==> src/rtl/uart_pkg.sv <==
// uart_pkg: shared UART FSM encoding, line levels and frame-length helper
package uart_pkg;

    typedef enum logic [2:0] {
        IDLE   = 3'd0,
        START  = 3'd1,
        DATA   = 3'd2,
        PARITY = 3'd3,
        STOP   = 3'd4
    } uart_state_t;

    localparam logic UART_IDLE_LVL  = 1'b1;
    localparam logic UART_START_LVL = 1'b0;

    function automatic int frame_bits(input int data_w, input int stop_bits, input int parity_bits);
        return 1 + data_w + parity_bits + stop_bits;
    endfunction

endpackage

==> src/rtl/uart_baud_gen.sv <==
// uart_baud_gen: bit-period divider; ports clk, rst (async high), clr (sync restart), bit_tick (last clock of each bit)
module uart_baud_gen #(
    parameter int CLK_DIV = 2
) (
    input  logic clk,
    input  logic rst,
    input  logic clr,
    output logic bit_tick
);

    localparam int W = CLK_DIV > 1 ? $clog2(CLK_DIV) : 1;
    localparam logic [W-1:0] LAST = W'(CLK_DIV - 1);

    logic [W-1:0] cnt;

    assign bit_tick = cnt == LAST;

    always_ff @(posedge clk or posedge rst)
        if (rst) cnt <= '0;
        else     cnt <= (clr || bit_tick) ? '0 : cnt + 1'b1;

endmodule

==> src/rtl/uart_tx_param.sv <==
// uart_tx_param: UART transmitter; clk, rst (async high), tx_valid/tx_ready/tx_data in, tx1 serial out, busy, tx_done; parity bit built only with UART_TX_PARITY_EN
module uart_tx_param
    import uart_pkg::*;
#(
    parameter int DATA_W     = 8,
    parameter int CLK_DIV    = 2,
    parameter int STOP_BITS  = 1,
    parameter int PARITY_ODD = 0
) (
    input  logic              clk,
    input  logic              rst,
    input  logic              tx_valid,
    output logic              tx_ready,
    input  logic [DATA_W-1:0] tx_data,
    output logic              tx1,
    output logic              busy,
    output logic              tx_done
);

    if (DATA_W < 5 || DATA_W > 9 || CLK_DIV < 1 || CLK_DIV > 65535 ||
        STOP_BITS < 1 || STOP_BITS > 2 || PARITY_ODD < 0 || PARITY_ODD > 1) begin : g_bad_params
        $error("uart_tx_param: illegal parameter value");
    end

`ifdef UART_TX_PARITY_EN
    localparam uart_state_t AFTER_DATA = PARITY;
`else
    localparam uart_state_t AFTER_DATA = STOP;
`endif

    uart_state_t       state, state_nxt;
    logic [DATA_W-1:0] shift_q, shift_nxt;
    logic [3:0]        bit_cnt, bit_cnt_nxt;
    logic              handshake, bit_tick, tx1_nxt, done_nxt, par_q;

    assign handshake = tx_valid && tx_ready;

    // The divider restarts on handshake so the start bit gets a full period.
    uart_baud_gen #(.CLK_DIV(CLK_DIV)) u_baud (
        .clk      (clk),
        .rst      (rst),
        .clr      (handshake),
        .bit_tick (bit_tick)
    );

`ifdef UART_TX_PARITY_EN
    always_ff @(posedge clk or posedge rst)
        if (rst)            par_q <= 1'b0;
        else if (handshake) par_q <= ^tx_data ^ (PARITY_ODD != 0);
`else
    assign par_q = UART_IDLE_LVL;
`endif

    always_ff @(posedge clk or posedge rst)
        if (rst) begin
            state   <= IDLE;
            shift_q <= '0;
            bit_cnt <= '0;
            tx1     <= UART_IDLE_LVL;
            tx_done <= 1'b0;
        end else begin
            state   <= state_nxt;
            shift_q <= shift_nxt;
            bit_cnt <= bit_cnt_nxt;
            tx1     <= tx1_nxt;
            tx_done <= done_nxt;
        end

    // bit_cnt counts data bits in DATA and stop bits in STOP.
    always_comb begin
        state_nxt   = state;
        shift_nxt   = shift_q;
        bit_cnt_nxt = bit_cnt;
        case (state)
            IDLE:
                if (handshake) begin
                    state_nxt   = START;
                    shift_nxt   = tx_data;
                    bit_cnt_nxt = '0;
                end
            START:  state_nxt = bit_tick ? DATA : START;
            DATA:
                if (bit_tick) begin
                    shift_nxt   = shift_q >> 1;
                    bit_cnt_nxt = bit_cnt == 4'(DATA_W - 1) ? '0 : bit_cnt + 1'b1;
                    state_nxt   = bit_cnt == 4'(DATA_W - 1) ? AFTER_DATA : DATA;
                end
            PARITY: state_nxt = bit_tick ? STOP : PARITY;
            STOP:
                if (bit_tick) begin
                    bit_cnt_nxt = bit_cnt + 1'b1;
                    state_nxt   = bit_cnt == 4'(STOP_BITS - 1) ? IDLE : STOP;
                end
            default: state_nxt = IDLE;
        endcase
    end

    // tx1 is registered from next-state values so it changes on the same edge as the state.
    always_comb begin
        tx_ready = state == IDLE && !rst;
        busy     = state != IDLE;
        tx1_nxt  = state_nxt == START  ? UART_START_LVL :
                   state_nxt == DATA   ? shift_nxt[0] :
                   state_nxt == PARITY ? par_q : UART_IDLE_LVL;
        done_nxt = state == STOP && state_nxt == IDLE;
    end

endmodule

==> config.mk <==
export PLATFORM = sky130hd
export DESIGN_NAME = uart_tx_param
export DESIGN_NICKNAME = d
export VERILOG_FILES = /design/src/rtl/uart_pkg.sv /design/src/rtl/uart_baud_gen.sv /design/src/rtl/uart_tx_param.sv
export SDC_FILE = /design/constraint.sdc
export NUM_CORES = 1
export LEC_CHECK = 0
export CORE_UTILIZATION = 30
export CTS_CLUSTER_SIZE = 16
export DETAILED_ROUTE_END_ITERATION = 10
export HOLD_SLACK_MARGIN = 0.15
export PLACE_DENSITY = 0.5
export SLEW_MARGIN = 20
export SYNTH_ARGS = -nofsm -noshare
export SYNTH_HDL_FRONTEND = slang
export SYNTH_SLANG_ARGS = --single-unit
==> constraint.sdc <==
create_clock -name clk -period 2.4 [get_ports clk]
set_clock_uncertainty 0.2 [all_clocks]
set_input_delay 0.36 -clock clk [delete_from_list [all_inputs] [get_ports clk]]
set_output_delay 0.36 -clock clk [all_outputs]
set_load 0.02 [all_outputs]
==> results.yml, run 1 <==
synth:
  ys_async_sr_fraction_pct: 100.0
  syn_inst: 93
  syn_area_um2: 942.2
  ys_ff_latch: 18
  ys_seq_area_share_pct: 47.94
  synthFlopType: "dfrtp_1"
  synth_nets: 106
  yosysUniqueCellTypes: 34
  yosys_warnings: 0
  syn_area_per_cell_um2: 10.13
  synth_edf_count: 0
layout:
  drive_gt1_share_pct: 10.81
  syn_to_final_growth_pct: 23.77
  post-route-util_pct: 40.54
  diodes: 0
  final_nets: 125
  fin_area_um2: 1166
floorplanning:
  die_h_um: 58.04
  rows: 19
  fp.dieW_um: 58.04
  core_um2: 2877
  io_pins: 15
  start_util_pct: 32.75
  die_area_um2: 3369
run:
  drv_cap: 0
status:
  violations: "design-rule violations"
  outcome: "finished, violations left"
grt:
  grt_max_degree: 14
  antenna_found_initial: 0
  grt_pass1_vias: 736
  grt_overflow: 0
  grt_usage_pct: 12.94
  grt_pass1_wl_um: 3263
sta:
  maxSlewViolCount: 0
  setup_violations: 0
  tightest_slew_ns: 0.3944
  worst_slack_ns: 0.2312
  hold_violations: 0
  period_minus_slack_ns: 2.169
  relSlewSlack_pct: 73.48
  finalCritPeriodShare_pct: 90.37
  rsz0062_at_grt: "false"
  fmax_mhz: 461.1
  tns_ns: 0
placed_design:
  gp_congestion: 0.7371
  dp_hpwl_um: 1358
  placement.cell_area_um2: 1132
  preCtsSetupSlack_ns: -0.004674
  io_buffer_count: 14
route:
  ant_nets: 0
  drt_iter0_markers: 42
  routed_via_density: 4.974
  via_count: 761
  routed_wirelength_um: 1861
  dr.pass1.iters: 7
  wl_per_cell_um: 12.16
  route.detailed.drc: 2
critical_path:
  crit_chain: "buf_4 -> or3_1 -> dlygate4sd2_1"
  rr_worst_depth: 4
  cp_max_fo: 8
  crit_family: "buffers and inverters"
  cp.depth: 3
  worstPathRequired_ns: 1.84
  worstReg2RegEnd: "shift_q[1]"
  worstReg2RegStart: "state[1]"
  crit_type: "register to output pin"
  crit_path_end_kind: "output pin"
  critPathBufInv: 2
  max_stage_delay_ns: 0.46
  rrSetupSlack_ns: 0.26
  slowest_stage: "dfrtp_1"
  worstSetupStartpoint: "state[0]"
  critical_path.endpoint: "busy"
  crit_arrival_ns: 1.61
  start_kind: "register"
pwr:
  power_density_nw_per_um2: 1121
  peakVddDrop_mv: 0.4021
  p_int_mw: 0.7988
  p_comb_share_pct: 45.7
  seqPwrFrac_pct: 39.6
  p_leak_nw: 0.5422
  power_mw: 1.308
  p_clk_share_pct: 14.7
  switching_share_pct: 38.91
  switchingPower_mw: 0.5088
clocking:
  post_cts_resized: 2
  cts_buffers: 3
  post-cts-setup-buffers: 0
  clk_transition_reported_paths_ns: 0.10
  hold_buffers: 0
  htreeDepth: 1
  clock_tree.buffer_depth: 2
  clk_latency_ns: 0.30
  cts_tree: "yes"
  cts_sinks: 18
  cts_root_buffer: "clkbuf_4"
hold_path:
  hp-class: "primary input to asynchronous set/reset pin"
placed cells by master (no fill, tap or decap), types with 3 or more instances in the layout:
cell	instances
dfrtp_1	17
inv_1	12
clkdlybuf4s50_1	12
nand2_1	8
a222oi_1	6
buf_4	6
o21ai_1	4
nand2b_1	3
a21oi_1	3
a221o_1	3
nor2_1	3
clkbuf_4	3
power by group through the flow:
stage	sequential [mW]	combinational (mW)	clock, mW
2_1_floorplan	0.500	0.470	0
3_3_place_gp	0.524	0.604	0
3_5_place_dp	0.523	0.613	0
4_1_cts	0.518	0.604	0.201
5_1_grt	0.535	0.669	0.215
6_report	0.518	0.598	0.192
flip-flops by register name (all words and copies together), names as in the netlist:
register         count
shift_q              8
bit_cnt              4
state                3
tx1                  1
tx_done              1
u_baud.bit_tick      1
metrics by stage:
| step | std cells | hold WS, ns |
|---|---|---|
| finish | 153 | 0.1911 |
| global route | 153 | 0.2403 |
| CTS | 153 | 0.1933 |
| detailed placement | 149 | 0.2829 |
| global placement | 149 | 0.2723 |
| floorplan | 93 | 0.09784 |
worst min path at each step:
stage / start / slack (ns) / to
6_report: rst / 0.19 / shift_q[5]
5_1_grt: rst / 0.24 / shift_q[3]
4_1_cts: rst / 0.19 / shift_q[0]
3_5_place_dp: shift_q[4] / 0.28 / shift_q[3]
3_3_place_gp: shift_q[7] / 0.27 / shift_q[6]
2_1_floorplan: rst / 0.1 / bit_cnt[0]
synth_stat cells, drive strengths merged (2+ instances only):
cell type / n / area share, %
dfrtp: 17 / 45
inv: 12 / 4.8
nand2: 8 / 3.2
a222oi: 6 / 6.4
o21ai: 5 / 2.7
buf: 4 / 2.4
a21oi: 3 / 1.6
a221o: 3 / 3.2
nand2b: 3 / 2.0
nor2: 3 / 1.2
a211o: 2 / 1.9
dlymetal6s2s: 2 / 2.7
ha: 2 / 2.7
nand3: 2 / 1.1
nor3: 2 / 1.1
nor4: 2 / 2.0
o22ai: 2 / 1.3
or3b: 2 / 1.9
final cells by class:
cell class | count | area (µm²)
Fill cell | 287 | 1710
Timing Repair Buffer | 20 | 182.7
Sequential cell | 18 | 451.7
Inverter | 12 | 45.04
Clock buffer | 4 | 36.28
Tap cell | 42 | 52.55
Multi-Input combinational cell | 57 | 397.9
routing by layer:
layer / share of wire, % / vias up / global-route usage [%]
li1: - / 372 / -
met1: 50 / 363 / 17.70
met2: 44 / 21 / 18.88
met3: 3.5 / 5 / 2.232
met4: 2.6 / 0 / 8.163
met5: 0 / - / 0
cells by family (layout without fill, tap and decap cells):
group	Yosys count	count (layout)	synth area share [%]
flops	18	18	47.94
buf+inv	18	36	9.826
compound gates	24	24	19.52
fa+ha+maj	2	2	2.656
simple gates	30	30	19.13
xor+xnor	1	1	0.9298
Note: power is estimated with default switching activity, not from simulation.
==> run 2: changes to the inputs <==
Settings changed: SYNTH_HIERARCHICAL set to 1.
==> run 2 against run 1 <==
Net effect:
- the run still ends with design-rule violations left
- via count shrank 1.6%
- hold slack better by 0.11 ns
- synthesized cell count decreased by 4.3%
- clock-buffer cell count did not move
==> results.yml, run 2 <==
status:
  outcome: "finished, violations left"
  violations: "design-rule violations"
grt:
  grt_max_degree: 18
  grt_usage_pct: 13.49
  grt_pass1_wl_um: 3394
  grt_overflow: 0
  grt_pass1_vias: 747
  antenna_found_initial: 0
layout:
  syn_to_final_growth_pct: 25.74
  drive_gt1_share_pct: 13.64
  fill_cells: 300
  layout_common_cells: "dfrtp_1, clkdlybuf4s50_1, inv_1"
  largest-register: "shift_q"
  largest_reg_flops: 8
  reg_top3: "shift_q: 8 flops, bit_cnt: 4 flops, state: 3 flops"
  final_cells: 141
  final_common_cell: "dfrtp_1"
  diodes: 0
  final_nets: 124
floorplanning:
  start_util_pct: 32.72
  die_area_um2: 3339
  rows: 19
  fp.dieW_um: 57.78
  io_pins: 15
  core_um2: 2853
  die_h_um: 57.78
synth:
  synth.most_common_cell: "dfrtp_1"
  synthTopCellsByArea: "dfrtp_1, a222oi_1, inv_1, nor2_1, mux2i_1"
  yosysUniqueCellTypes: 30
  yosys_warnings: 6
  ys_async_sr_fraction_pct: 100.0
  syn_inst: 89
  synth_nets: 102
  syn_area_per_cell_um2: 10.49
  ys_ff_latch: 18
  synthFlopType: "dfrtp_1"
  syn_area_um2: 933.4
  synth_commonest_cells: "dfrtp_1, inv_1, nor2_1, a222oi_1"
  ys_seq_area_share_pct: 48.39
  synth_edf_count: 0
  synth_top_area_share_pct: 45.58
  synth_top_area_cell: "dfrtp_1"
route:
  drt_iter0_markers: 38
  routed_wirelength_um: 1937
  via_count: 749
  ant_nets: 0
  route.detailed.drc: 2
  routed_via_density: 5.312
  wl_per_cell_um: 13.74
  dr.pass1.iters: 7
sta:
  relSlewSlack_pct: 55.62
  tightest_slew_ns: 0.6650
  period_minus_slack_ns: 2.269
  rsz0062_at_grt: "false"
  finalCritPeriodShare_pct: 94.54
  hold_violations: 0
  setup_violations: 0
  maxSlewViolCount: 0
  fmax_mhz: 440.7
  tns_ns: 0
critical_path:
  crit_type: "register to output pin"
  cp_max_fo: 2
  crit_arrival_ns: 1.71
  start_kind: "register"
  rrSetupSlack_ns: 0.44
  worstPathRequired_ns: 1.84
  crit_path_end_kind: "output pin"
clocking:
  clk_latency_ns: 0.30
  cts_root_buffer: "clkbuf_4"
  clk_transition_reported_paths_ns: 0.10
  cts_buffers: 3
  cts_tree: "yes"
  post-cts-setup-buffers: 0
  cts_sinks: 18
  clock_tree.buffer_depth: 2
  htreeDepth: 1
pwr:
  p_leak_nw: 0.5777
  switchingPower_mw: 0.4514
  p_clk_share_pct: 13.3
  p_int_mw: 0.7324
  power_density_nw_per_um2: 1009
  switching_share_pct: 38.13
  p_comb_share_pct: 45.7
  peakVddDrop_mv: 0.3089
  seqPwrFrac_pct: 41.0
run:
  drv_cap: 0
hold_path:
  hp-class: "register to register"
placed_design:
  gp_congestion: 0.7376
  io_buffer_count: 14
  dp_hpwl_um: 1403
  dp_cells: 136
-- run 2: path summary, 6_finish.rpt --
check                              to  startpoint  cells past startpoint
hold reg to reg            shift_q[5]  shift_q[6]                      2
setup reg to reg           bit_cnt[3]    state[1]                      5
max in group asynchronous  shift_q[4]         rst                      2
min in group asynchronous    state[2]         rst                      2
setup / recovery                 busy    state[1]                      2
hold / removal             shift_q[5]  shift_q[6]                      2
-- run 2: power by group through the flow --
stage | sequential (mW) | combinational [mW] | clock (mW)
2_1_floorplan | 0.485 | 0.402 | 0
3_3_place_gp | 0.494 | 0.535 | 0
3_5_place_dp | 0.493 | 0.543 | 0
4_1_cts | 0.487 | 0.546 | 0.170
5_1_grt | 0.502 | 0.610 | 0.178
6_report | 0.486 | 0.541 | 0.157
-- run 2: timing repair --
item	CTS	global route
hold buffers	1	0
setup endpoints to repair	1	0
resized for setup	1	0
endpoints found under the hold margin	1	0
-- run 2: layer usage --
layer / GRT usage (%) / part of all wire (%)
met1: 17.71 / 46
met2: 21.10 / 47
met3: 2.009 / 4.1
met4: 8.163 / 2.3
met5: 0 / 0
-- run 2: critical path, stage by stage (launching register included) --
cell and delay, ns:
dfrtp_1 0.38, or3_2 0.49, clkdlybuf4s50_1 0.55
-- run 2: kinds of logic after synthesis --
kind of cell / Yosys count / synth area share (%)
AOI/OAI and AO/OA: 20 / 19.44
muxes: 3 / 3.217
buffers and inverters: 16 / 6.835
DFF: 18 / 48.39
adders and majority gates: 2 / 2.681
and+or+nand+nor: 30 / 19.44
-- run 2: layout make-up --
| class | instances | area [µm²] | area share (%) |
|---|---|---|---|
| clock buffers | 4 | 26.28 | 2.239 |
| inverters | 12 | 45.04 | 3.838 |
| multi-input cells | 55 | 417.9 | 35.61 |
| flip-flops and latches | 18 | 451.7 | 38.49 |
| well taps | 31 | 38.79 | 3.305 |
| repair buffers | 21 | 193.9 | 16.52 |
-- run 2: metrics by stage --
| stage | hold WS [ns] | power [mW] | setup WS, ns | util [%] | cell area [µm²] |
|---|---|---|---|---|---|
| final | 0.3032 | 1.184 | 0.1310 | 41.14 | 1174 |
| after global routing | 0.3357 | 1.290 | 0.07285 | 41.14 | 1174 |
| after CTS | 0.3128 | 1.203 | 0.1106 | 41.14 | 1174 |
| after detailed placement | 0.2865 | 1.036 | 0.1220 | 39.91 | 1139 |
| after global placement | 0.2853 | 1.028 | 0.1726 | 39.91 | 1139 |
| after floorplan | -0.1113 | 0.8875 | 0.4592 | - | 933.4 |
